File: src/rtl/adc_capture_pkg.sv
// Shared definitions for the multi-channel ADC capture block: FSM encodings,
// output word layout and the word packing helper.
package adc_capture_pkg;

    localparam logic [1:0] IDLE    = 2'd0;
    localparam logic [1:0] ARMED   = 2'd1;
    localparam logic [1:0] CAPTURE = 2'd2;

    localparam int WORD_W   = 32;
    localparam int SAMPLE_W = 14;
    localparam int HDR_BIT  = 31;
    localparam int CH_LSB   = 28;
    localparam int SA_LSB   = 14;
    localparam int SB_LSB   = 0;
    localparam int CH_ID_W  = 3;

    function automatic logic [WORD_W-1:0] pack_word(
        input logic                hdr,
        input logic [CH_ID_W-1:0]  ch,
        input logic [SAMPLE_W-1:0] sa,
        input logic [SAMPLE_W-1:0] sb
    );
        logic [WORD_W-1:0] w;
        w                       = '0;
        w[HDR_BIT]              = hdr;
        w[CH_LSB +: CH_ID_W]    = ch;
        w[SA_LSB +: SAMPLE_W]   = sa;
        w[SB_LSB +: SAMPLE_W]   = sb;
        return w;
    endfunction

endpackage

File: src/rtl/adc_capture_fifo.sv
// Synchronous first-word-fall-through FIFO; dout always shows the head entry.
// Pushes while full and pops while empty are ignored.
module adc_capture_fifo #(
    parameter int WIDTH = 32,
    parameter int DEPTH = 16
) (
    input  logic                       clk,
    input  logic                       rst_b,
    input  logic                       push,
    input  logic                       pop,
    input  logic [WIDTH-1:0]           din,
    output logic [WIDTH-1:0]           dout,
    output logic                       empty,
    output logic                       full,
    output logic [$clog2(DEPTH):0]     count
);

    localparam int AW = $clog2(DEPTH);
    localparam int CW = AW + 1;

    logic [WIDTH-1:0] mem [DEPTH];
    logic [AW-1:0]    wr_ptr;
    logic [AW-1:0]    rd_ptr;
    logic             do_push;
    logic             do_pop;

    assign empty   = (count == '0);
    assign full    = (count == CW'(DEPTH));
    assign do_push = push & ~full;
    assign do_pop  = pop & ~empty;
    assign dout    = mem[rd_ptr];

    always_ff @(posedge clk) begin
        if (do_push)
            mem[wr_ptr] <= din;
    end

    // Pointers wrap naturally because DEPTH is a power of two.
    always_ff @(posedge clk) begin
        if (!rst_b) begin
            wr_ptr <= '0;
            rd_ptr <= '0;
            count  <= '0;
        end else begin
            if (do_push)
                wr_ptr <= wr_ptr + 1'b1;
            if (do_pop)
                rd_ptr <= rd_ptr + 1'b1;
            case ({do_push, do_pop})
                2'b10:   count <= count + 1'b1;
                2'b01:   count <= count - 1'b1;
                default: count <= count;
            endcase
        end
    end

endmodule

File: src/rtl/adc_multi_ch_capture.sv
// N-channel triggered ADC capture: pairs samples into tagged words, buffers
// them per channel and drains the buffers round-robin as one FWFT stream.
module adc_multi_ch_capture #(
    parameter int   CHANNELS  = 4,
    parameter int   ADC_BITS  = 14,
    parameter int   DEPTH     = 16,
    parameter logic HEADER_ID = 1'b1
) (
    input  logic                         BUS_CLK,
    input  logic                         BUS_RST_B,
    input  logic                         ENABLE,
    input  logic [15:0]                  SAMPLE_COUNT,
    input  logic                         CLEAR_ERR,
    input  logic                         TRIGGER,
    input  logic                         SAMPLE_EN,
    input  logic [CHANNELS*ADC_BITS-1:0] ADC_IN,
    input  logic                         OUT_READ,
    output logic                         OUT_EMPTY,
    output logic [31:0]                  OUT_DATA,
    output logic                         BUSY,
    output logic [CHANNELS-1:0]          LOST_ERROR,
    output logic [15:0]                  TRIG_CNT
);

    import adc_capture_pkg::*;

    localparam int GW = (CHANNELS > 1) ? $clog2(CHANNELS) : 1;
    localparam int CW = $clog2(DEPTH) + 1;

    logic [1:0]          state;
    logic                trig_q;
    logic                trig_edge;
    logic                phase_b;
    logic                continuous;
    logic [15:0]         word_cnt;
    logic                push;
    logic                popping;

    logic [GW-1:0]       grant;
    logic [GW-1:0]       grant_next;
    logic                found;
    int                  idx;

    logic [SAMPLE_W-1:0] first_smp [CHANNELS];
    logic [SAMPLE_W-1:0] samples   [CHANNELS];
    logic [WORD_W-1:0]   words     [CHANNELS];
    logic [WORD_W-1:0]   dout      [CHANNELS];
    logic [CW-1:0]       counts    [CHANNELS];
    logic [CHANNELS-1:0] empty_vec;
    logic [CHANNELS-1:0] full_vec;
    logic [CHANNELS-1:0] has_data;
    logic [CHANNELS-1:0] pop_vec;
    logic [CHANNELS-1:0] ovf;

    assign trig_edge = TRIGGER & ~trig_q;
    assign BUSY      = (state == CAPTURE);
    assign push      = (state == CAPTURE) & ENABLE & SAMPLE_EN & phase_b;

    assign OUT_EMPTY = empty_vec[grant];
    assign OUT_DATA  = OUT_EMPTY ? '0 : dout[grant];
    assign popping   = OUT_READ & ~OUT_EMPTY;

    for (genvar i = 0; i < CHANNELS; i++) begin : g_ch
        logic [SAMPLE_W-1:0] sample;

        always_comb begin
            sample               = '0;
            sample[ADC_BITS-1:0] = ADC_IN[i*ADC_BITS +: ADC_BITS];
        end

        assign samples[i]  = sample;
        assign words[i]    = pack_word(HEADER_ID, CH_ID_W'(i), first_smp[i], sample);
        assign pop_vec[i]  = popping & (int'(grant) == i);
        assign has_data[i] = (counts[i] != '0);
        // The registered full flag decides the drop, even if this buffer pops now.
        assign ovf[i]      = push & full_vec[i];

        adc_capture_fifo #(
            .WIDTH (WORD_W),
            .DEPTH (DEPTH)
        ) u_fifo (
            .clk   (BUS_CLK),
            .rst_b (BUS_RST_B),
            .push  (push),
            .pop   (pop_vec[i]),
            .din   (words[i]),
            .dout  (dout[i]),
            .empty (empty_vec[i]),
            .full  (full_vec[i]),
            .count (counts[i])
        );
    end

    // Round-robin: after a pop, or when parked on an empty buffer, hop to the
    // next channel holding data; stay put if there is none.
    always_comb begin
        grant_next = grant;
        found      = 1'b0;
        idx        = 0;
        if (popping || !has_data[grant]) begin
            for (int j = 1; j < CHANNELS; j++) begin
                idx = (int'(grant) + j) % CHANNELS;
                if (!found && has_data[idx[GW-1:0]]) begin
                    grant_next = idx[GW-1:0];
                    found      = 1'b1;
                end
            end
        end
    end

    always_ff @(posedge BUS_CLK) begin
        if (!BUS_RST_B) begin
            for (int i = 0; i < CHANNELS; i++)
                first_smp[i] <= '0;
        end else if (state == CAPTURE && ENABLE && SAMPLE_EN && !phase_b) begin
            for (int i = 0; i < CHANNELS; i++)
                first_smp[i] <= samples[i];
        end
    end

    always_ff @(posedge BUS_CLK) begin
        if (!BUS_RST_B) begin
            grant      <= '0;
            LOST_ERROR <= '0;
        end else begin
            grant      <= grant_next;
            LOST_ERROR <= (CLEAR_ERR ? '0 : LOST_ERROR) | ovf;
        end
    end

    always_ff @(posedge BUS_CLK) begin
        if (!BUS_RST_B) begin
            state      <= IDLE;
            trig_q     <= 1'b0;
            phase_b    <= 1'b0;
            continuous <= 1'b0;
            word_cnt   <= '0;
            TRIG_CNT   <= '0;
        end else begin
            trig_q <= TRIGGER;
            case (state)
                IDLE: begin
                    phase_b <= 1'b0;
                    if (ENABLE)
                        state <= ARMED;
                end
                ARMED: begin
                    if (!ENABLE) begin
                        state <= IDLE;
                    end else if (trig_edge) begin
                        state      <= CAPTURE;
                        TRIG_CNT   <= TRIG_CNT + 16'd1;
                        word_cnt   <= SAMPLE_COUNT;
                        continuous <= (SAMPLE_COUNT == 16'd0);
                        phase_b    <= 1'b0;
                    end
                end
                CAPTURE: begin
                    if (!ENABLE) begin
                        // A pending phase-A sample is simply abandoned here.
                        state   <= IDLE;
                        phase_b <= 1'b0;
                    end else if (SAMPLE_EN) begin
                        phase_b <= ~phase_b;
                        if (phase_b && !continuous) begin
                            word_cnt <= word_cnt - 16'd1;
                            if (word_cnt == 16'd1)
                                state <= ARMED;
                        end
                    end
                end
                default: state <= IDLE;
            endcase
        end
    end

endmodule
File: config.mk
export PLATFORM = sky130hd
export DESIGN_NAME = adc_multi_ch_capture
export DESIGN_NICKNAME = d
export VERILOG_FILES = /design/src/rtl/adc_capture_pkg.sv /design/src/rtl/adc_capture_fifo.sv /design/src/rtl/adc_multi_ch_capture.sv
export SDC_FILE = /design/constraint.sdc
export NUM_CORES = 2
export LEC_CHECK = 0
export CAP_MARGIN = 5
export CORE_MARGIN = 2
export CORE_UTILIZATION = 35
export CTS_BUF_LIST = sky130_fd_sc_hd__clkbuf_8
export DETAILED_ROUTE_END_ITERATION = 10
export GPL_TIMING_DRIVEN = 0
export SLEW_MARGIN = 20
export SYNTH_ARGS = -nofsm -noshare
export SYNTH_HDL_FRONTEND = slang
export SYNTH_HIERARCHICAL = 1
export SYNTH_SLANG_ARGS = --single-unit
export TNS_END_PERCENT = 10
File: constraint.sdc
create_clock -name BUS_CLK -period 6.02 [get_ports BUS_CLK]
set_input_delay 1.204 -clock BUS_CLK [delete_from_list [all_inputs] [get_ports BUS_CLK]]
set_output_delay 1.204 -clock BUS_CLK [all_outputs]
set_load 0.01 [all_outputs]
# Word level (Yosys, flattened, before mapping)
# Memories as Yosys holds them, arrays and structs flattened. A register that Yosys moved wholly into a read port is not among the register bits.
# Index checks and enable logic that the tools add are counted.
dict set report classes {
  magnitude_cmp 5
  reduce_logical 35
  eq_ne 28
  n_mux 69
  addsub 21
  n_bitwise 38
}
# op n
set op_table {}
lappend op_table {{2-to-1 mux 32 bit} 3}
lappend op_table {{2-to-1 mux 16 bit} 5}
lappend op_table {{binary-select mux 32 bit (select 2 bit)} 1}
lappend op_table {{2-to-1 mux 14 bit} 4}
lappend op_table {{case mux 5 bit (2 select lines)} 4}
lappend op_table {{2-to-1 mux 4 bit} 9}
lappend op_table {{adder 4 x 1 -> 4 bit (second input constant)} 8}
lappend op_table {{case mux 16 bit (2 select lines)} 1}
lappend op_table {{2-to-1 mux 1 bit} 25}
lappend op_table {{bitwise AND 1 bit} 21}
lappend op_table {{adder 5 x 1 -> 5 bit (second input constant)} 4}
lappend op_table {{equality test 5 bit (second input constant)} 4}
lappend op_table {{zero test 5 bit} 4}
lappend op_table {{2-to-1 mux 2 bit} 10}
lappend op_table {{nonzero test 5 bit} 4}
lappend op_table {{subtractor 5 x 1 -> 5 bit (second input constant)} 4}
lappend op_table {{adder 16 x 1 -> 16 bit (second input constant)} 1}
lappend op_table {{equality test 16 x 1 -> 1 bit (second input constant)} 1}
lappend op_table {{zero test 16 bit} 1}
lappend op_table {{subtractor 16 x 1 -> 16 bit (second input constant)} 1}
lappend op_table {{equality test 2 bit (second input constant)} 7}
lappend op_table {{equality test 2 x 1 -> 1 bit (second input constant)} 6}
lappend op_table {{less-than comparator 2 x 3 -> 1 bit (second input constant)} 4}
lappend op_table {{inverter 1 bit} 11}
lappend op_table {{24 further kinds} 53}
dict set report totals {
  elab_cells 221
  n_memories 5
  output_inout_bits 54
  inputBits 79
  ff_bits 95
  ramBits 1848
}
# name depth width read_ports rd_clocked_by_memory_dff write_ports line
set memory_table {}
lappend memory_table {{g_ch[0].u_fifo.mem} 16 28 1 1 1 adc_capture_fifo.sv:21} ;# logic [WIDTH-1:0] mem [DEPTH];
lappend memory_table {{g_ch[1].u_fifo.mem} 16 28 1 1 1 adc_capture_fifo.sv:21}
lappend memory_table {{g_ch[2].u_fifo.mem} 16 28 1 1 1 adc_capture_fifo.sv:21}
lappend memory_table {{g_ch[3].u_fifo.mem} 16 28 1 1 1 adc_capture_fifo.sv:21}
lappend memory_table {first_smp 4 14 4 0 4 adc_multi_ch_capture.sv:44} ;# logic [SAMPLE_W-1:0] first_smp [CHANNELS];

# Longest topological paths before layout
dict set report logic_depth {
  word_depth 15
  depth_mapped 16
  ltp_nobuf 13
}

# Hierarchy
# The synthesis kept the hierarchy.
# mod instances seq_area_each_um2 area_per_inst_um2 cells_each
set modules_own_cells {}
lappend modules_own_cells {{adc_capture_fifo at g_ch[0].u_fifo ...} 2 15715.1 20320.7 837}
lappend modules_own_cells {{adc_capture_fifo at g_ch[3].u_fifo} 1 15715.1 20303.2 837}
lappend modules_own_cells {{adc_capture_fifo at g_ch[1].u_fifo} 1 15715.1 20229.4 837}
lappend modules_own_cells {adc_multi_ch_capture 1 2542.4 5746.8 529}

# Worst setup path before layout
# Ideal clock, no wire load.
dict set report synth_timing {
  path_kind {input-to-reg}
  startpoint {input port SAMPLE_EN}
  endpoint {memory first_smp[0][0], enable pin}
  path_buffers 0
  path_stages 2
  path_slack_ns 0.159
  t_arrival_ns 5.314
  setup_time_ns 0.547
  cell_sequence {nand3_1 -> o21ai_0}
}
# element line
set synth_lines {}
lappend synth_lines {{from (decl)} adc_multi_ch_capture.sv:15} ;# input logic SAMPLE_EN,
lappend synth_lines {{to (decl)} adc_multi_ch_capture.sv:44}

==> impl_metrics.ini <==
[run_status]
outcome = completed

[drt]
drc = 0
ant_nets = 0
via_per_inst = 5.15
first_iter_violations = 4252
wl_per_cell_um = 26.7
finalWirelength_um = 224000
num_vias = 43170
drt-pass1-iter-count = 5

[clock_tree]
cts-buffers-inserted = 377
cts_hold_buf = 0
cts.clk_slew.worst_paths_ns = 0.05
cts_resized = 18
post_cts_buffers = 0
cts_tree = done
clockBufferDepth = 4
htreeDepth = 5
cts.sinks = 2215
clockRootBuffer = clkbuf_8
clock_latency_ns = 1.06

[sta]
rsz0062_at_grt = false
fin_crit_sh_pct = 98.2
setup_viol = 0
setup_slack_ns = 0.110
hold_viol = 0
fin_crit_ns = 5.91
tightest_slew_ns = 1.09
timing.hold.ws_ns = 0.479
finalSetupTns_ns = 0
skew_ns = 0.0713
slew_headroom_pct = 27.6
maxSlewViolCount = 0
max_freq_mhz = 169

[synthesis]
synth-seq-area-share_pct = 75.2
synth.avg_cell_area_um2 = 22.4
synth_ff_type = edfxtp_1
netlist_area_um2 = 86900
async_flop_share_pct = 0
yosysWarnings = 6
ys_types = 71
postSynthCellCount = 3877
ys_ff_latch = 2215
synth_edf_count = 2104

[pwr]
p_leak_uw = 0.0326
total_power_uw = 30300
powerDensity_nw_per_um2 = 294
ir_worst_vdd_v = 0.000263

[setup_path]
worst-path-buf-inv = 3
cp_data_required_time_ns = 4.82
slowest_delay_ns = 0.66
start_kind = register
cpMaxStageDelayCell = mux4_2
worstSetupPathType = register to output port
crit_path_cell_trace = buf_2, buf_2, mux4_2, mux4_2, mux4_2, nor2b_1, clkdlybuf4s50_1
endpoint_kind = output port
critical_path_arrival_ns = 4.71
path_max_fanout = 10
cpMostUsedCell = mux4_2
crit_family = multiplexers

[hold_path]
holdCritPathClass = register to register

[die]
initial_core_util_pct = 35.3
dieArea_um2 = 252000
ios = 133
die_w_um = 502
rows = 182
fp.coreArea_um2 = 246000
die_y_um = 502

[global_routing]
antenna_found_initial = 28
top_usage_layer = met2
grt_util_met2_pct = 29.2
gr-total-overflow = 0
grt_pass1_vias = 44153
track_usage_pct = 17.7
met1_usage_pct = 23.4
met3_usage_pct = 3.32
grt_max_degree = 19
grt_pass1_wl_um = 320000

[placement]
gp_congestion = 0.831
portBuffers = 131
preCtsSetupSlack_ns = 0.623
hpwlAfterDp_um = 154000

[finish]
fin_nets = 4912
final_common_cell = edfxtp_1
layout-drive-gt1-share_pct = 29.5
areaGrowthSynthToFinish_pct = 18.5
final_cell_mix = edfxtp_1 (2104), mux4_2 (654), clkbuf_8 (408)
final_util_pct = 41.8

[flow_run]
maxCapViolCount = 0
-- stage by stage --
step,cells,area (µm²)
2_1_floorplan,4131,87900
3_3_place_gp,7574,93300
3_5_place_dp,7727,96300
4_1_cts,8368,103000
5_1_grt,8375,103000
6_report,8380,103000
-- flip-flops by register name, summed over array words and instances (netlist names), named ones only --
name / cells
g_ch.u_fifo/count: 20
g_ch.u_fifo/rd_ptr: 16
state: 2
g_ch.u_fifo/wr_ptr: 16
LOST_ERROR: 4
continuous: 1
TRIG_CNT: 16
grant: 2
trig_q: 1
first_smp: 56
phase_b: 1
word_cnt: 16
g_ch.u_fifo/mem: 2048
-- routing by layer --
metal | share of wire [%] | wire length (µm)
met2 | 49 | 110000
met1 | 41 | 91200
met4 | 3.5 | 7870
met3 | 6.7 | 15000
met5 | 0.051 | 115
-- synth_stat cells, types with 18 or more instances --
library cell	n	area (µm²)
edfxtp_1	2104	63200
mux4_2	654	14700
nor2_1	126	473
dfxtp_1	111	2220
and2_1	79	494
nand2_1	62	233
clkbuf_1	58	218
buf_2	53	265
nor2b_1	52	325
buf_6	42	473
a21oi_1	39	195
ha_1	39	488
nor3_1	38	190
inv_1	35	131
xor2_1	28	245
nand3_1	27	135
buf_4	22	165
mux4_1	22	578
buf_1	19	71.3
o21a_1	18	135
o21ai_0	18	90.1
-- power breakdown --
part	switching (µW)	leakage, µW	internal [µW]
Sequential	69.9	0.0200	16800
Combinational	754	0.00881	542
Clock	5800	0.00384	6250
-- logic make-up (layout without fill, tap and decap cells) --
group | after synthesis | count (layout) | share of synthesized area (%)
flip-flops | 2215 | 2215 | 75.2
XOR/XNOR | 43 | 43 | 0.433
AND/OR/NAND/NOR | 473 | 473 | 2.93
AO/OA/AOI/OAI | 171 | 171 | 1.35
multiplexers | 685 | 685 | 17.7
buffers and inverters | 249 | 1174 | 1.75
other | 2 | 268 | 0.00864
adder cells (fa/ha/maj) | 39 | 39 | 0.561
-- final cells by class --
| type | count | area (µm²) |
|---|---|---|
| inverters | 40 | 150 |
| clock buffers | 397 | 5460 |
| repair buffers | 284 | 3860 |
| fillers | 21613 | 143000 |
| well taps | 3312 | 4140 |
| plain buffers | 209 | 1420 |
| diodes | 12 | 30.0 |
| flip-flops and latches | 2215 | 65400 |
| multi-input cells | 1667 | 21400 |
| clock inverters | 244 | 1130 |
-- path summary, 6_finish.rpt --
kind | from | endpoint | slack, ns | cells past startpoint
worst max-delay path | register | OUT_DATA[11] | 0.11 | 7
worst min-delay path | word_cnt[1] | word_cnt[1] | 0.48 | 2
worst max register to register | g_ch[2].u_fifo/count[2] | g_ch[3].u_fifo/count[2] | 1.56 | 16
worst min register to register | word_cnt[1] | word_cnt[1] | 0.48 | 2
-- worst reg2reg max path, stage by stage (launching register included) --
cell	delay [ns]
dfxtp_1	0.34
buf_2	0.20
or4_1	0.12
buf_2	0.19
nor2_1	0.12
mux4_2	0.68
nand2b_4	0.27
nor2_1	0.42
o21ai_2	0.20
inv_1	0.09
ha_1	0.21
clkbuf_1	0.39
xor2_1	0.21
ha_1	0.21
nor3_1	0.08
or4_1	0.49
a21oi_1	0.15
Power figures use the tool's default switching activity.
